===== src/rtl/riscv_uart_tx.sv =====
`default_nettype none
// ============================================================================
// Module   : riscv_uart_tx
// Purpose  : Byte-wide UART transmitter for a RISC-V core store path.
//            Bytes go into a circular FIFO and are serialized as 8N1,
//            LSB first, idle high. The serial line is driven from a flop.
// Revision : 1.0 - initial release
// ============================================================================
module riscv_uart_tx #(
   parameter int CLKS_PER_BIT = 868,
   parameter int FIFO_DEPTH   = 16
) (
   input  logic       i_riscv_uart_clk,
   input  logic       i_riscv_uart_rst,
   input  logic [7:0] i_riscv_uart_tx_data,
   input  logic       i_riscv_uart_tx_valid,
   output logic       o_riscv_uart_fifo_full,
   output logic       o_riscv_uart_tx,
   output logic       o_riscv_uart_busy
);

   localparam int PTR_W  = $clog2(FIFO_DEPTH);
   localparam int CNT_W  = PTR_W + 1;
   localparam int BAUD_W = (CLKS_PER_BIT > 1) ? $clog2(CLKS_PER_BIT) : 1;
   localparam logic [CNT_W-1:0]  FULL_CNT  = CNT_W'(FIFO_DEPTH);
   localparam logic [BAUD_W-1:0] BAUD_LAST = BAUD_W'(CLKS_PER_BIT - 1);

   typedef enum logic [1:0] {
      S_IDLE  = 2'd0,
      S_START = 2'd1,
      S_DATA  = 2'd2,
      S_STOP  = 2'd3
   } state_t;

   state_t              state_q, state_d;
   logic [PTR_W-1:0]    wr_ptr_q, wr_ptr_d;
   logic [PTR_W-1:0]    rd_ptr_q, rd_ptr_d;
   logic [CNT_W-1:0]    count_q, count_d;
   logic                full_q, full_d;
   logic [2:0]          bit_cnt_q, bit_cnt_d;
   logic [BAUD_W-1:0]   baud_q, baud_d;
   logic [7:0]          shift_q, shift_d;
   logic                tx_q, tx_d;
   logic                busy_q, busy_d;
   logic [7:0]          mem_q [FIFO_DEPTH];
   logic                push, pop, baud_end;

   // FIFO bookkeeping, FSM next state and registered line/busy values
   always_comb begin
      push      = i_riscv_uart_tx_valid && !full_q;
      pop       = (state_q == S_IDLE) && (count_q != '0);
      baud_end  = (baud_q == BAUD_LAST);
      state_d   = state_q;
      wr_ptr_d  = wr_ptr_q;
      rd_ptr_d  = rd_ptr_q;
      count_d   = count_q;
      bit_cnt_d = bit_cnt_q;
      baud_d    = baud_q;
      shift_d   = shift_q;

      if (push) wr_ptr_d = wr_ptr_q + PTR_W'(1);
      if (pop)  rd_ptr_d = rd_ptr_q + PTR_W'(1);
      case ({push, pop})
         2'b10:   count_d = count_q + CNT_W'(1);
         2'b01:   count_d = count_q - CNT_W'(1);
         default: count_d = count_q;
      endcase
      full_d = (count_d == FULL_CNT);

      case (state_q)
         S_IDLE: begin
            if (pop) begin
               shift_d = mem_q[rd_ptr_q];
               baud_d  = '0;
               state_d = S_START;
            end
         end
         S_START: begin
            if (baud_end) begin
               baud_d    = '0;
               bit_cnt_d = 3'd0;
               state_d   = S_DATA;
            end else begin
               baud_d = baud_q + BAUD_W'(1);
            end
         end
         S_DATA: begin
            if (baud_end) begin
               baud_d    = '0;
               shift_d   = {1'b0, shift_q[7:1]};
               bit_cnt_d = bit_cnt_q + 3'd1;
               if (bit_cnt_q == 3'd7) state_d = S_STOP;
            end else begin
               baud_d = baud_q + BAUD_W'(1);
            end
         end
         S_STOP: begin
            if (baud_end) begin
               baud_d  = '0;
               state_d = S_IDLE;
            end else begin
               baud_d = baud_q + BAUD_W'(1);
            end
         end
         default: state_d = S_IDLE;
      endcase

      // Line level follows the current state one cycle later, for every bit alike
      case (state_q)
         S_START: tx_d = 1'b0;
         S_DATA:  tx_d = shift_q[0];
         default: tx_d = 1'b1;
      endcase
      busy_d = (state_q != S_IDLE) || (count_q != '0);
   end

   // State register with asynchronous active-low reset
   always_ff @(posedge i_riscv_uart_clk or negedge i_riscv_uart_rst) begin
      if (!i_riscv_uart_rst) begin
         state_q   <= S_IDLE;
         wr_ptr_q  <= '0;
         rd_ptr_q  <= '0;
         count_q   <= '0;
         full_q    <= 1'b0;
         bit_cnt_q <= 3'd0;
         baud_q    <= '0;
         shift_q   <= 8'd0;
         tx_q      <= 1'b1;
         busy_q    <= 1'b0;
      end else begin
         state_q   <= state_d;
         wr_ptr_q  <= wr_ptr_d;
         rd_ptr_q  <= rd_ptr_d;
         count_q   <= count_d;
         full_q    <= full_d;
         bit_cnt_q <= bit_cnt_d;
         baud_q    <= baud_d;
         shift_q   <= shift_d;
         tx_q      <= tx_d;
         busy_q    <= busy_d;
      end
   end

   // FIFO storage; contents are meaningless once the pointers are reset
   always_ff @(posedge i_riscv_uart_clk) begin
      if (push) mem_q[wr_ptr_q] <= i_riscv_uart_tx_data;
   end

   assign o_riscv_uart_fifo_full = full_q;
   assign o_riscv_uart_tx        = tx_q;
   assign o_riscv_uart_busy      = busy_q;

endmodule
`default_nettype wire

===== config.mk =====
export PLATFORM = sky130hd
export DESIGN_NAME = riscv_uart_tx
export DESIGN_NICKNAME = d
export VERILOG_FILES = /design/src/rtl/riscv_uart_tx.sv
export SDC_FILE = /design/constraint.sdc
export NUM_CORES = 1
export LEC_CHECK = 0
export BUFFER_PORTS_ARGS = -buffer_cell sky130_fd_sc_hd__buf_2
export CAP_MARGIN = 25
export CORE_UTILIZATION = 35
export DETAILED_ROUTE_END_ITERATION = 7
export HOLD_SLACK_MARGIN = 0.1
export PLACE_DENSITY = 0.55
export SLEW_MARGIN = 20
export SYNTH_ARGS = -nofsm -noshare
export SYNTH_HDL_FRONTEND = slang
export SYNTH_SLANG_ARGS = --single-unit

===== constraint.sdc =====
create_clock -name i_riscv_uart_clk -period 5.2 [get_ports i_riscv_uart_clk]
set_clock_uncertainty 0.2 [all_clocks]
set_input_delay 0.52 -clock i_riscv_uart_clk [delete_from_list [all_inputs] [get_ports i_riscv_uart_clk]]
set_output_delay 0.52 -clock i_riscv_uart_clk [all_outputs]
set_load 0.02 [all_outputs]

Word level (Yosys, flattened, before mapping)
Memory sizes are Yosys's and may differ from the RTL's.
Index checks and enable logic that the tools add are counted.

operators by class
  eq/ne operators = 13
  $add $sub $neg = 6
  muxes and demuxes = 19
  reduce and logical (&&, ||, !) cells = 13

operators by type and width
  kind                   number
  $mux 10                2
  $pmux 10 s2            1
  $mux 8                 2
  $pmux 8 s2             1
  $add 10x1->10 const B  1
  $eq 10x10->1 const B   1
  $mux 2                 5
  $ne 2x2->1 const B     5
  $pmux 5 s2             1
  $add 4x1->4 const B    2
  $pmux 2 s4             1
  $eq 2x2->1 const B     3
  $mux 3                 2
  $pmux 3 s2             1
  $reduce_and 3->1       2
  $reduce_bool 2->1      3
  $add 5x1->5 const B    1
  $eq 5x5->1 const B     1
  $reduce_and 5->1       1
  $reduce_bool 5->1      1
  $sub 5x1->5 const B    1
  $eq 2x1->1 const B     2
  $add 3x1->3 const B    1
  $eq 3x3->1 const B     1
  other kinds (7)        9

word-level totals
  memory bits (writable) = 128
  flip-flop bits (word level) = 39
  memories kept = 1
  logic and storage cells = 62
  output and inout bits = 3

memory list
  name   depth  width  rd ports  clocked after memory_dff  wr ports  RTL line  RTL
  mem_q  16     8      1         0                         1         45        logic [7:0] mem_q [FIFO_DEPTH];

Logic depth before layout (Yosys ltp)
  word-level depth = 5
  depth in mapped cells = 13
  depth with buffers taken out = 12

Least setup slack after synthesis
No wires, ideal clock.

  path kind = input port to flip-flop
  start = input i_riscv_uart_tx_valid
  end = register full_q, in the netlist o_riscv_uart_fifo_full
  required time = 4874 ps
  path buffers = 1
  data arrival time = 2328 ps
  stages on the path = 13
  setup time = 126 ps
  path slack = 2547 ps
  path through = nor2b_1 -> buf_2 -> inv_1 -> nand2_1 -> nand2_1 -> o21ai_0 -> ha_1 -> a21oi_1 -> nor2_1 -> o21bai_1 -> a31oi_1 -> a41o_1 -> o311a_1

between the ends
  longest elaborated chain between the ends = 4
  elaborated cells between the ends (all ways) = 5
  those cells by class = eq/ne (3); mux (1); reduce/logical (1)

RTL lines
  item                                      RTL line  RTL
  start: declaration                        16        input logic i_riscv_uart_tx_valid,
  $logic_and 1x1->1 (*)                     50        push = i_riscv_uart_tx_valid && !full_q;
  $eq 2x1->1 or $eq 2x2->1 (tied branches)  63        case ({push, pop})
  $pmux 5 s2 (*)                            63
  $eq 5x5->1 (*)                            68        full_d = (count_d == FULL_CNT);
  via full_d                                39        logic full_q, full_d;
  end signal: assignment                    135       full_q <= full_d;
  end: declaration                          39

Mark *: on every way through the listed nets, which the timed path passes. The rest lies on a longest branch.
A chain may end at the register's enable or synchronous reset.

Worst setup path after layout
  start = register state_q[0]
  end = register full_q, in the netlist o_riscv_uart_fifo_full

between the ends
  longest elaborated chain between the ends = 5
  elaborated cells between the ends (all ways) = 6
  those cells by class = eq/ne (3); mux (1); reduce/logical (2)

RTL lines
  item                                      RTL line  RTL
  start: declaration                        35        state_t state_q, state_d;
  start signal: assignment                  131       state_q <= state_d;
  $logic_not 2->1 (*)                       51        pop = (state_q == S_IDLE) && (count_q != '0);
  $logic_and 1x1->1 (*)                     51
  $eq 2x1->1 or $eq 2x2->1 (tied branches)  63
  $pmux 5 s2 (*)                            63
  $eq 5x5->1 (*)                            68
  via full_d                                39

Marks and branches as above.

==> load_flow_metrics.sql <==
INSERT INTO impl_metrics (metric_group, metric, value, unit) VALUES
('floorplanning', 'placementRows', '51', ''),
('worst_setup_path', 'critical_path.reg2reg.endpoint', 'o_riscv_uart_fifo_full', ''),
('floorplanning', 'die_height', '145', 'microns'),
('yosys', 'synth_top_flop_cell', 'sky130_fd_sc_hd__edfxtp_1', ''),
('final_layout', 'post-route-cell-area', '0.00807', 'sq mm'),
('yosys', 'per_instance_average_area_after_synthesis', '17.3', 'sq um'),
('power', 'power.density_cell_area', '545', 'mW/mm^2'),
('floorplanning', 'die_w', '145', 'microns'),
('yosys', 'synthMostInstantiatedCell', 'sky130_fd_sc_hd__edfxtp_1', ''),
('placement', 'port-buffer-count', '13', ''),
('yosys', 'mappedNetlistNets', '439', ''),
('worst_setup_path', 'start_kind', 'flip-flop', ''),
('timing', 'clock.fmax', '0.326', 'GHz'),
('power', 'cellLeakagePower', '2.88', 'nW'),
('worst_setup_path', 'r2r.worst_path.cells', '12', ''),
('timing', 'final.min_clock_period', '3.07', 'ns'),
('yosys', 'postSynthRegisterBits', '167', ''),
('drt', 'drt_drc_violations_left', '0', ''),
('cts', 'cts_max_path_buffers', '2', ''),
('final_layout', 'num_antenna_cells', '0', ''),
('yosys', 'synth.yosys.seq_area_share', '67.6', '%'),
('cts', 'tritoncts', 'built', ''),
('timing', 'setup-tns-final', '0', 'ns'),
('worst_setup_path', 'timing.critical_path.slowest_stage_cell', 'sky130_fd_sc_hd__dfrtp_1', ''),
('cts', 'cts_post_setup_buffers_inserted', '0', ''),
('cts', 'worst_setup_hold_path_clk_slew', '0.07', 'ns'),
('final_layout', 'fraction_of_final_layout_cells_sized_beyond_drive_strength_1', '16.9', '%'),
('final_layout', 'nNetsFinal', '459', ''),
('cts', 'cts_sinks', '167', ''),
('floorplanning', 'floorplan.initialDensity', '36.2', '%'),
('worst_setup_path', 'critical_path.n_buffers_inverters', '2', ''),
('final_layout', 'finish.utilization', '40.9', '%'),
('yosys', 'synth.top_cells.by_count', '128 x sky130_fd_sc_hd__edfxtp_1, 38 x sky130_fd_sc_hd__dfrtp_1, 25 x sky130_fd_sc_hd__nand2_1, 24 x sky130_fd_sc_hd__nor2_1, 21 x sky130_fd_sc_hd__mux4_1', ''),
('grt', 'gr-usage-all-layers', '14.3', '%'),
('floorplanning', 'io_pins', '14', ''),
('placement', 'routabilityCongestion', '0.803', ''),
('power', 'peakVddDrop', '193', 'uV'),
('worst_setup_path', 'critical_path_peak_fanout', '9', ''),
('yosys', 'yosys_warnings', '0', ''),
('cts', 'worstSkewPairLatency', '0.42', 'ns'),
('final_layout', 'multi_input_comb_area', '0.00215', 'sq mm'),
('final_layout', 'fillerInstances', '1731', ''),
('run_status', 'run_status', 'completed', ''),
('timing', 'number_of_hold_violations_in_the_final_report', '0', ''),
('grt', 'antenna_found_initial', '0', ''),
('cts', 'h_tree_depth', '4', ''),
('drt', 'first_iter_violations', '202', ''),
('final_layout', 'flow.area_growth_from_synthesis', '13.1', '%'),
('placement', 'place_area', '0.00745', 'sq mm'),
('timing', 'setup_violations', '0', ''),
('worst_setup_path', 'critPathTopFamily', 'compound AO/OA/AOI/OAI gates', ''),
('yosys', 'yosys.area.top_type', 'sky130_fd_sc_hd__edfxtp_1', ''),
('placement', 'placed_wire_length_estimate_after_detailed_placement', '8.71', 'mm'),
('final_layout', 'sequential_standard_cell_area', '0.00482', 'sq mm'),
('floorplanning', 'area_of_the_die', '0.0210', 'sq mm'),
('yosys', 'async_reset_ff_share', '23.4', '%'),
('grt', 'grt_remaining_overflow', '0', ''),
('worst_setup_path', 'timing.critical_path.slowest_cell_delay', '0.41', 'ns'),
('yosys', 'synth_edf_count', '128', ''),
('worst_setup_path', 'reg2reg_setup_slack', '2.13', 'ns'),
('timing', 'grt_setup_unrepaired', 'no', ''),
('timing', 'final-max-slew-violation-count', '0', ''),
('yosys', 'mappedNetlistArea', '0.00714', 'sq mm'),
('grt', 'grt_first_pass_wirelength', '21.2', 'mm'),
('drt', 'wl', '13.3', 'mm'),
('grt', 'number_of_global_route_vias_before_repair', '3637', ''),
('drt', 'via_per_inst', '4.99', ''),
('drt', 'drt-pass1-iter-count', '4', ''),
('cts', 'clock-root-buffer', 'sky130_fd_sc_hd__clkbuf_16', ''),
('worst_hold_path', 'min_delay_path_depth', '1', ''),
('job', 'maxCapViolations', '0', '');
flip-flops by register name, indices dropped and copies added (netlist names):
register,cells
mem_q,128
baud_q,10
shift_q,8
count_q,5
rd_ptr_q,4
wr_ptr_q,4
bit_cnt_q,3
state_q,2
o_riscv_uart_busy,1
o_riscv_uart_fifo_full,1
o_riscv_uart_tx,1
kinds of logic (layout without fill, tap and decap cells):
kind of cell    count (synthesis)  count (layout)  share of synthesized area (%)
buf+inv                        28              60                           2.24
mux                            51              51                           15.3
compound gates                 44              44                           3.88
xor+xnor                       14              14                           1.72
simple gates                   94              94                           6.65
fa+ha+maj                      15              15                           2.63
flops                         167             167                           67.6
worst max-delay path by stage:
stage | from | to | depth (start not counted)
2_1_floorplan | i_riscv_uart_tx_valid | o_riscv_uart_fifo_full | 13
3_3_place_gp | i_riscv_uart_tx_valid | o_riscv_uart_fifo_full | 13
3_5_place_dp | i_riscv_uart_tx_valid | o_riscv_uart_fifo_full | 13
4_1_cts | state_q[0] | o_riscv_uart_fifo_full | 12
5_1_grt | o_riscv_uart_fifo_full | o_riscv_uart_fifo_full | 12
6_report | state_q[0] | o_riscv_uart_fifo_full | 12
per-layer routing:
layer	share of wire [%]	vias to the layer above	track usage (%)
li1	-	1654	-
met1	47	1821	18.8
met2	49	57	23.1
met3	3.0	9	3.36
met4	1.2	0	5.32
met5	0	-	0
layout make-up:
type	count	share of cell area, %
Clock buffer	17	5.27
Tap cell	265	4.11
Inverter	12	0.558
Timing Repair Buffer	17	1.61
Clock inverter	14	2.03
Sequential cell	167	59.7
Multi-Input combinational cell	218	26.7
power breakdown:
| part | switching, mW | internal (mW) | leakage [nW] | total (mW) |
|---|---|---|---|---|
| logic | 0.632 | 0.634 | 0.963 | 1.27 |
| clock network | 0.542 | 0.719 | 0.285 | 1.26 |
| registers | 0.210 | 1.66 | 1.63 | 1.87 |
placed cells by master, fill, tap and decap left out, types with 5 or more instances in the layout:
cell	netlist	final
sky130_fd_sc_hd__mux2i_1	8	8
sky130_fd_sc_hd__ha_1	15	15
sky130_fd_sc_hd__clkbuf_16	0	17
sky130_fd_sc_hd__and2_1	17	17
sky130_fd_sc_hd__mux4_1	21	21
sky130_fd_sc_hd__nand2_1	25	25
sky130_fd_sc_hd__o21ai_0	16	16
sky130_fd_sc_hd__dfrtp_1	38	37
sky130_fd_sc_hd__mux4_2	19	19
sky130_fd_sc_hd__inv_1	12	12
sky130_fd_sc_hd__buf_2	3	13
sky130_fd_sc_hd__and3_1	5	5
sky130_fd_sc_hd__nor2_1	24	24
sky130_fd_sc_hd__a21oi_1	11	11
sky130_fd_sc_hd__xnor2_1	10	10
sky130_fd_sc_hd__edfxtp_1	128	128
through the flow:
stage	hold WS (ns)	std cells	setup slack [ns]
detailed placement	0.292	677	1.96
finish	0.273	710	2.13
CTS	0.257	709	2.15
global route	0.271	710	1.85
floorplan	0.0244	413	2.55
global placement	0.282	676	2.16
what timing repair did:
| action | CTS | global route |
|---|---|---|
| hold endpoints to repair | 38 | 0 |
| resized for setup | 0 | 0 |
| hold buffers | 1 | 0 |
(Power assumes the default switching activity.)
